$ cat src/rtl/diff_seq_pkg.sv
// Shared mode encodings, FSM state type and the per-channel next-pattern rule
// for the differential output sequencer.
package diff_seq_pkg;

  localparam logic [1:0] MODE_OFF    = 2'd0;
  localparam logic [1:0] MODE_STATIC = 2'd1;
  localparam logic [1:0] MODE_TOGGLE = 2'd2;
  localparam logic [1:0] MODE_WALK   = 2'd3;

  typedef enum logic [1:0] {
    ST_OFF    = MODE_OFF,
    ST_STATIC = MODE_STATIC,
    ST_TOGGLE = MODE_TOGGLE,
    ST_WALK   = MODE_WALK
  } state_t;

  // One output bit for the next cycle. sel marks the channel under the walk
  // pointer; with cur=0 and tick=0 this also yields each mode's initial pattern.
  function automatic logic next_bit(input logic [1:0] mode,
                                    input logic       cur,
                                    input logic       data,
                                    input logic       sel,
                                    input logic       tick);
    logic nb;
    nb = 1'b0;
    case (mode)
      MODE_STATIC: nb = data;
      MODE_TOGGLE: nb = tick ? (cur ^ data) : cur;
      MODE_WALK:   nb = sel & ~data;
      default:     nb = 1'b0;
    endcase
    return nb;
  endfunction

endpackage

$ cat src/rtl/sw_debounce.sv
// Two-flop synchroniser plus per-bit debounce counter for raw board switches.
module sw_debounce #(
  parameter int WIDTH    = 1,
  parameter int DEB_W    = 16,
  parameter int DEBOUNCE = 50_000
) (
  input  logic             clk,
  input  logic             rst,
  input  logic [WIDTH-1:0] raw,
  output logic [WIDTH-1:0] stable
);

  localparam logic [DEB_W-1:0] DEB_LAST = DEB_W'(DEBOUNCE - 1);

  if ((DEBOUNCE < 1) || (longint'(DEBOUNCE - 1) >= (longint'(1) << DEB_W))) begin : g_deb_range
    $error("sw_debounce: DEBOUNCE-1 does not fit in DEB_W bits");
  end

  logic [WIDTH-1:0] sync1;
  logic [WIDTH-1:0] sync2;
  logic [DEB_W-1:0] cnt [WIDTH];

  // A bit is accepted only after its synced value has differed from the
  // accepted value for DEBOUNCE consecutive cycles.
  always_ff @(posedge clk) begin
    if (rst) begin
      sync1  <= '0;
      sync2  <= '0;
      stable <= '0;
      for (int i = 0; i < WIDTH; i++) cnt[i] <= '0;
    end else begin
      sync1 <= raw;
      sync2 <= sync1;
      for (int i = 0; i < WIDTH; i++) begin
        if (sync2[i] == stable[i]) begin
          cnt[i] <= '0;
        end else if (cnt[i] == DEB_LAST) begin
          stable[i] <= sync2[i];
          cnt[i]    <= '0;
        end else begin
          cnt[i] <= cnt[i] + 1'b1;
        end
      end
    end
  end

endmodule

$ cat src/rtl/diff_out_sequencer.sv
// Pattern sequencer feeding OBUFDS .I pins: debounced mode/data switches,
// free-running prescaler tick, and an OFF/STATIC/TOGGLE/WALK pattern FSM.
//
// state     | meaning
// ST_OFF    | all outputs low
// ST_STATIC | outputs follow debounced data
// ST_TOGGLE | enabled channels invert on every tick
// ST_WALK   | one-hot walks on every tick, data bits mask channels
module diff_out_sequencer #(
  parameter int N_CHAN   = 2,
  parameter int PRESC_W  = 24,
  parameter int PRESCALE = 10_000_000,
  parameter int DEB_W    = 16,
  parameter int DEBOUNCE = 50_000
) (
  input  logic              clk,
  input  logic              rst,
  input  logic [1:0]        mode_i,
  input  logic [N_CHAN-1:0] data_i,
  output logic [N_CHAN-1:0] buf_i,
  output logic              tick_o,
  output logic [1:0]        mode_o
);

  import diff_seq_pkg::*;

  localparam int PTR_W = (N_CHAN > 1) ? $clog2(N_CHAN) : 1;
  localparam logic [PRESC_W-1:0] PRESC_LAST = PRESC_W'(PRESCALE - 1);
  localparam logic [PTR_W-1:0]   PTR_LAST   = PTR_W'(N_CHAN - 1);

  if ((PRESCALE < 2) || (longint'(PRESCALE - 1) >= (longint'(1) << PRESC_W))) begin : g_presc_range
    $error("diff_out_sequencer: PRESCALE-1 does not fit in PRESC_W bits");
  end
  if (N_CHAN < 1) begin : g_chan_range
    $error("diff_out_sequencer: N_CHAN must be at least 1");
  end

  logic [1:0]         deb_mode;
  logic [N_CHAN-1:0]  deb_data;
  logic [PRESC_W-1:0] presc;
  logic               tick;
  state_t             state;
  logic [PTR_W-1:0]   ptr;
  logic [PTR_W-1:0]   ptr_next;
  logic [N_CHAN-1:0]  buf_next;
  logic               commit;

  sw_debounce #(.WIDTH(2), .DEB_W(DEB_W), .DEBOUNCE(DEBOUNCE)) u_deb_mode (
    .clk    (clk),
    .rst    (rst),
    .raw    (mode_i),
    .stable (deb_mode)
  );

  sw_debounce #(.WIDTH(N_CHAN), .DEB_W(DEB_W), .DEBOUNCE(DEBOUNCE)) u_deb_data (
    .clk    (clk),
    .rst    (rst),
    .raw    (data_i),
    .stable (deb_data)
  );

  always_ff @(posedge clk) begin
    if (rst) begin
      presc <= '0;
    end else if (tick) begin
      presc <= '0;
    end else begin
      presc <= presc + 1'b1;
    end
  end

  assign tick   = (presc == PRESC_LAST);
  assign tick_o = tick;
  assign mode_o = state;

  // STATIC is entered immediately; every other mode waits for a tick. A commit
  // replaces the pattern outright, so it never also advances on that tick.
  always_comb begin
    commit   = (deb_mode != state) && ((deb_mode == MODE_STATIC) || tick);
    ptr_next = ptr;
    if (commit) begin
      ptr_next = '0;
    end else if ((state == ST_WALK) && tick) begin
      ptr_next = (ptr == PTR_LAST) ? '0 : ptr + 1'b1;
    end
    buf_next = '0;
    for (int k = 0; k < N_CHAN; k++) begin
      if (commit) begin
        buf_next[k] = next_bit(deb_mode, 1'b0, deb_data[k], (k == 0), 1'b0);
      end else begin
        buf_next[k] = next_bit(state, buf_i[k], deb_data[k], (ptr_next == PTR_W'(k)), tick);
      end
    end
  end

  always_ff @(posedge clk) begin
    if (rst) begin
      state <= ST_OFF;
      ptr   <= '0;
      buf_i <= '0;
    end else begin
      ptr   <= ptr_next;
      buf_i <= buf_next;
      if (commit) state <= state_t'(deb_mode);
    end
  end

endmodule

$ cat config.mk
export PLATFORM = sky130hd
export DESIGN_NAME = diff_out_sequencer
export DESIGN_NICKNAME = d
export VERILOG_FILES = /design/src/rtl/diff_seq_pkg.sv /design/src/rtl/sw_debounce.sv /design/src/rtl/diff_out_sequencer.sv
export SDC_FILE = /design/constraint.sdc
export NUM_CORES = 1
export LEC_CHECK = 0
export CORE_MARGIN = 1.5
export CORE_UTILIZATION = 62
export DETAILED_ROUTE_END_ITERATION = 12
export PLACE_DENSITY = 0.83
export REMOVE_ABC_BUFFERS = 1
export SYNTH_ARGS = -nofsm -noshare
export SYNTH_HDL_FRONTEND = slang
export SYNTH_SLANG_ARGS = --single-unit
$ cat constraint.sdc
create_clock -name clk -period 2.6 [get_ports clk]
set_input_delay 0.26 -clock clk [delete_from_list [all_inputs] [get_ports clk]]
set_output_delay 0.26 -clock clk [all_outputs]
set_load 0.01 [all_outputs]
=== After elaboration in Yosys (flattened, before gate mapping) ===
Memories as Yosys holds them, arrays and structs flattened.
Cells that the tools add are included.
W data, S select, Z words.

* Add/subtract/negate cells: 6
* Equal/unequal tests: 16
* Mux-type cells: 69
* Bitwise gates (word level): 23
* Reduce and logical (&&, ||, !) cells: 8

{| class="wikitable"
|+ Operator list
! kind !! number
|-
| $mux W16 || 12
|-
| $add A16 B1 Y16 const B || 4
|-
| $eq A16 B16 Y1 const B || 4
|-
| $mux W1 || 54
|-
| $add A24 B1 Y24 const B || 1
|-
| $eq A24 B24 Y1 const B || 1
|-
| $or A1 B1 Y1 || 12
|-
| $reduce_and A2 Y1 || 4
|-
| $not A1 Y1 || 7
|-
| $eq A2 B2 Y1 const B || 3
|-
| $pmux W1 S3 || 2
|-
| $eq A1 B1 Y1 || 4
|-
| $eq A2 B1 Y1 const B || 2
|-
| $ne A3 B3 Y1 const B || 1
|-
| $and A1 B1 Y1 || 2
|-
| $logic_and A1 B1 Y1 || 2
|-
| $ne A2 B2 Y1 || 1
|-
| $pmux W1 S2 || 1
|-
| $reduce_or A2 Y1 || 1
|-
| $xor A1 B1 Y1 || 2
|-
| $add A1 B1 Y1 const B || 1
|-
| $logic_or A1 B1 Y1 || 1
|}

* Register bits after elaboration: 41
* Memory bits (writable): 64
* Input bits: 6
* Output and inout port bits: 5
* Word-level logic and storage cells: 136
* Memories kept: 2

{| class="wikitable"
|+ Memories
! name !! words !! width !! rd ports !! clocked after Yosys merged registers in !! write ports !! line !! RTL
|-
| u_deb_data.cnt || 2 || 16 || 2 || 0 || 2 || sw_debounce.sv:21 || <nowiki>logic [DEB_W-1:0] cnt [WIDTH];</nowiki>
|-
| u_deb_mode.cnt || 2 || 16 || 2 || 0 || 2 || sw_debounce.sv:21 ||
|}

=== Logic depth before layout (Yosys ltp) ===
* Depth after elaboration: 8
* Mapped depth: 7

=== Modules after synthesis ===
A second synthesis with hierarchy kept.

* Cells, all modules: 553
* Area total of the unflattened synthesis: 5431.5 µm²

{| class="wikitable"
|+ By module, submodules not included
! module !! times used !! cells each !! area an instance (µm²) !! seq. area each (µm²)
|-
| sw_debounce || 2 || 179 || 1933.1 || 1081.0
|-
| diff_out_sequencer || 1 || 195 || 1565.3 || 580.6
|}

=== Worst setup path before layout ===
OpenSTA, ideal clock, no wires.

* Kind: register -> register
* Start: reg presc[18]
* End: reg buf_i[1]
* Setup time: 0.116 ns
* Data arrival time: 1.912 ns
* Path slack: 0.572 ns
* Stages on the path, launching flop included: 7
* Path buffers: 1
* Path through: dfxtp_1 > or4b_1 > nor3_4 > and3_1 > buf_2 > mux2_2 > o211a_1

* Longest elaborated chain between the ends: 7
* Elaborated cells on any way between the ends: 10

{| class="wikitable"
|+ Ends and longest elaborated chain
! item !! line !! RTL
|-
| start, declared || diff_out_sequencer.sv:40 || <nowiki>logic [PRESC_W-1:0] presc;</nowiki>
|-
| start signal, assigned || diff_out_sequencer.sv:68 || <nowiki>presc <= presc + 1'b1;</nowiki>
|-
| $eq A24 B24 Y1 (*) || diff_out_sequencer.sv:72 || <nowiki>assign tick = (presc == PRESC_LAST);</nowiki>
|-
| $logic_and A1 B1 Y1 / $logic_or A1 B1 Y1 (equally long branches) || diff_out_sequencer.sv:83, diff_out_sequencer.sv:79 ||
|-
| $mux W1 / $logic_and A1 B1 Y1 (equally long branches) || diff_out_sequencer.sv:83, diff_out_sequencer.sv:79 ||
|-
| $mux W1 || diff_out_sequencer.sv:81 || <nowiki>if (commit) begin</nowiki>
|-
| $and A1 B1 Y1 || diff_seq_pkg.sv:29 || <nowiki>MODE_WALK: nb = sel & ~data;</nowiki>
|-
| $pmux W1 S3 || diff_seq_pkg.sv:26 || <nowiki>case (mode)</nowiki>
|-
| $mux W1 || diff_out_sequencer.sv:88 || <nowiki>if (commit) begin</nowiki>
|-
| end signal, assigned || diff_out_sequencer.sv:103 || <nowiki>buf_i <= buf_next;</nowiki>
|-
| end, declared || diff_out_sequencer.sv:20 || <nowiki>output logic [N_CHAN-1:0] buf_i,</nowiki>
|}

Mark *: on every way between the ends. The rest lies on a longest branch, timed or not.
A chain may end at the register's enable or synchronous reset.

=== Worst setup path after layout ===
* Start: reg presc[18]
* End: out tick_o

* Longest elaborated chain between the ends: 1

{| class="wikitable"
|+ Ends and longest elaborated chain
! item !! line !! RTL
|-
| $eq A24 B24 Y1 || diff_out_sequencer.sv:72 ||
|-
| end, declared || diff_out_sequencer.sv:21 || <nowiki>output logic tick_o,</nowiki>
|}

Every way passes these cells.

==> reports/results.tsv <==
metric	value	unit
outcome	complete, no violations	
clk_pin_slew	0.11	ns
drive_above_1_share	5.13	%
crit_slowest_cell	or4b_1	
cts_buffers	9	
syn_inst	547	
rows	33	
vdd_drop_max	0.000342	V
tightest_slew	0.624	ns
crit_chain	or4b_1 > nor3_4 > nand2_2 > inv_1 > clkdlybuf4s50_1	
synth_cell_type_count	49	
holdPathEnd	u_deb_mode.sync1[0]	
setup-tns-final	0	ns
first_pass_iters	4	
die_h	96.2	microns
coreArea	8300	sq um
grt_max_degree	23	
crit_path_max_fanout	4	
ys_seq_elements	105	
post-route-drc-count	0	
dr_wl_met2	4.83	mm
synth_top_family_by_area	simple AND/OR/NAND/NOR gates	
antenna_found_initial	0	
synth_compound_area_share	3.67	%
routed.top_layer	met4	
startpoint_type	register	
drtAntennaViolNets	0	
h-tree-depth	3	
yosys_warnings	0	
drv_cap	0	
fin_ws	0.132	ns
critPathArrivalTime	2.21	ns
worstSetupPathType	reg -> out	
synth_seq_area_share	51.0	%
hold_depth	2	
nets	630	
setup_violations	0	
r2r_start	presc[18]	
crit_path_end_kind	primary output	
synthMuxAreaShare	1.14	%
worstHoldPathType	in -> reg	
cpPeakStageDelay	0.59	ns
rsz0062_at_grt	no	
wl_met3	315	microns
r2r-end	buf_i[1]	
synthXorXnorAreaFrac	14.0	%
clkLatencyLatePin	0.38	ns
post-route-period-util	94.9	%
wire_per_inst	13.1	microns
skew	0.0109	ns
clockRootBuffer	clkbuf_8	
ios	11	
clock_path_buffers	2	
cp.required	2.34	ns
grt_usage	22.8	%
hp-start	mode_i[0]	
crit_buf_inv	2	
wl	9.57	mm
synth_simple_gate_area_share	26.4	%
area_growth	11.4	%
vias_per_cell	5.33	
synth_fa_ha_area_share	1.16	%
synth_area	5380	sq um
cp_top_family	simple AND/OR/NAND/NOR gates	
finalHoldViolCount	0	
clock.fmax	405	MHz
syn_area_per_cell	9.84	sq um
hpwl	6.95	mm
port_buffers	10	
drtIter0Drc	140	
grt_first_pass_wirelength	16.4	mm
clock-sinks	105	
async_flop_share	0	%
ys.flop_type	edfxtp_1	
power_density	488	nW/um^2
cts_tree	done	
slew_headroom	58.0	%
rrSetupSlack	0.32	ns
final.fill_count	631	
met1_length	4.27	mm
reg2reg_depth	6	
placed_area	5810	sq um
drv_slew	0	
grt_overflow	0	
grt_pass1_vias	3750	
antenna_cells	0	
gp_congestion	0.838	
utilization	72.2	%
start_util	64.8	%
synth_edf_count	64	
final_cell_area	6000	sq um
vias	3883	
p_leak	2.16	nW
layout_min_cycle_time	2.47	ns
pre_cts_ws	0.391	ns
fp.dieW	96.2	microns
dieArea	9250	sq um
-- sequential cells by signal, indices dropped and copies added (netlist names) --
register	count
u_deb_mode.sync2	2
u_deb_data.cnt	32
u_deb_mode.cnt	32
presc	24
u_deb_data.sync2	2
ptr	1
buf_i	2
u_deb_data.sync1	2
u_deb_data.stable	2
mode_o	2
u_deb_mode.sync1	2
u_deb_mode.stable	2
-- area by class of cell --
class	instances	area (sq um)	share of cell area [%]
Clock inverter	5	48.8	0.814
Multi-Input combinational cell	472	2740	45.7
Inverter	15	56.3	0.939
Clock buffer	11	131	2.19
Timing Repair Buffer	16	145	2.42
Tap cell	105	131	2.19
Sequential cell	105	2740	45.7
-- metrics by stage --
step	cells	hold WS, ns	power (mW)
detailed placement	712	0.429	2.02
floorplan	592	0.326	1.97
global route	729	0.432	3.03
global placement	712	0.421	2.01
CTS	729	0.432	2.94
finish	729	0.438	2.93
-- synthesized netlist by cell type, types with 2 or more instances --
master / count / share of area [%]
nor2_1: 113 / 7.9
edfxtp_1: 64 / 36
xnor2_1: 52 / 8.5
dfxtp_1: 41 / 15
nand2_1: 39 / 2.7
xor2_1: 34 / 5.5
nand3_1: 30 / 2.8
nor3_1: 23 / 2.1
and3_1: 19 / 2.2
nand4_1: 16 / 1.9
inv_1: 15 / 1.0
nor2b_1: 11 / 1.3
clkbuf_1: 10 / 0.70
a21oi_1: 9 / 0.84
buf_2: 7 / 0.65
nor4b_1: 6 / 0.98
and4_1: 5 / 0.81
ha_1: 5 / 1.2
mux2i_1: 5 / 0.93
nor4_1: 5 / 0.58
o21ai_0: 5 / 0.47
a31oi_1: 3 / 0.35
nand2b_1: 3 / 0.35
nand3b_1: 2 / 0.28
-- worst max path at each step --
stage / cells past startpoint / endpoint / startpoint / slack (ns)
floorplan: 5 / buf_i[1] / presc[18] / 0.59
global placement: 5 / tick_o / presc[18] / 0.43
detailed placement: 5 / tick_o / presc[19] / 0.39
CTS: 5 / tick_o / presc[13] / 0.01
global route: 5 / tick_o / presc[18] / 0.03
finish: 5 / tick_o / presc[18] / 0.13
-- cell families after synthesis --
group	Yosys count
xor gates and xnor gates	86
AOI/OAI and AO/OA	27
adders and majority gates	5
buffers and inverters	33
muxes	6
DFF	105
other	1
and+or+nand+nor	284
-- report_power, final --
part           switching (mW)  internal, mW  total [mW]
logic                  0.0664        0.0504       0.117
registers              0.0505          1.82        1.87
clock network           0.575         0.368       0.943
-- metal layers --
| layer | vias up | global-route usage [%] |
|---|---|---|
| li1 | 1974 | - |
| met1 | 1841 | 27.4 |
| met2 | 52 | 40.2 |
| met3 | 16 | 5.77 |
| met4 | 0 | 6.74 |
| met5 | - | 0 |
-- what timing repair did --
action / CTS / global route
gates resized for setup: 0 / 1
hold buffers: 0 / 0
endpoints found under the setup margin: 1 / 1
gates cloned: 0 / 0
pin swaps: 1 / 1
setup buffers: 1 / 0
-- cell usage in the layout, fill, tap and decap left out, types with 2 or more instances in the layout --
cell             instances
xor2_1                  34
clkdlybuf4s50_1         10
inv_8                    2
xnor2_1                 52
nand2_2                  2
nor3_1                  23
edfxtp_1                64
dfxtp_1                 41
a31oi_1                  3
clkbuf_1                 2
clkinv_4                 3
nor4b_1                  6
o21ai_0                  5
nor2_1                 113
clkbuf_8                 9
nand2_1                 38
nor4_1                   5
ha_1                     5
and3_1                  19
nand2b_1                 3
nand4_1                 16
conb_1                  64
and4_1                   5
buf_4                    6
inv_1                   15
mux2i_1                  5
nor2b_1                 11
a21oi_1                  9
nand3_1                 30
nand3b_1                 2
(Power assumes the default switching activity.)
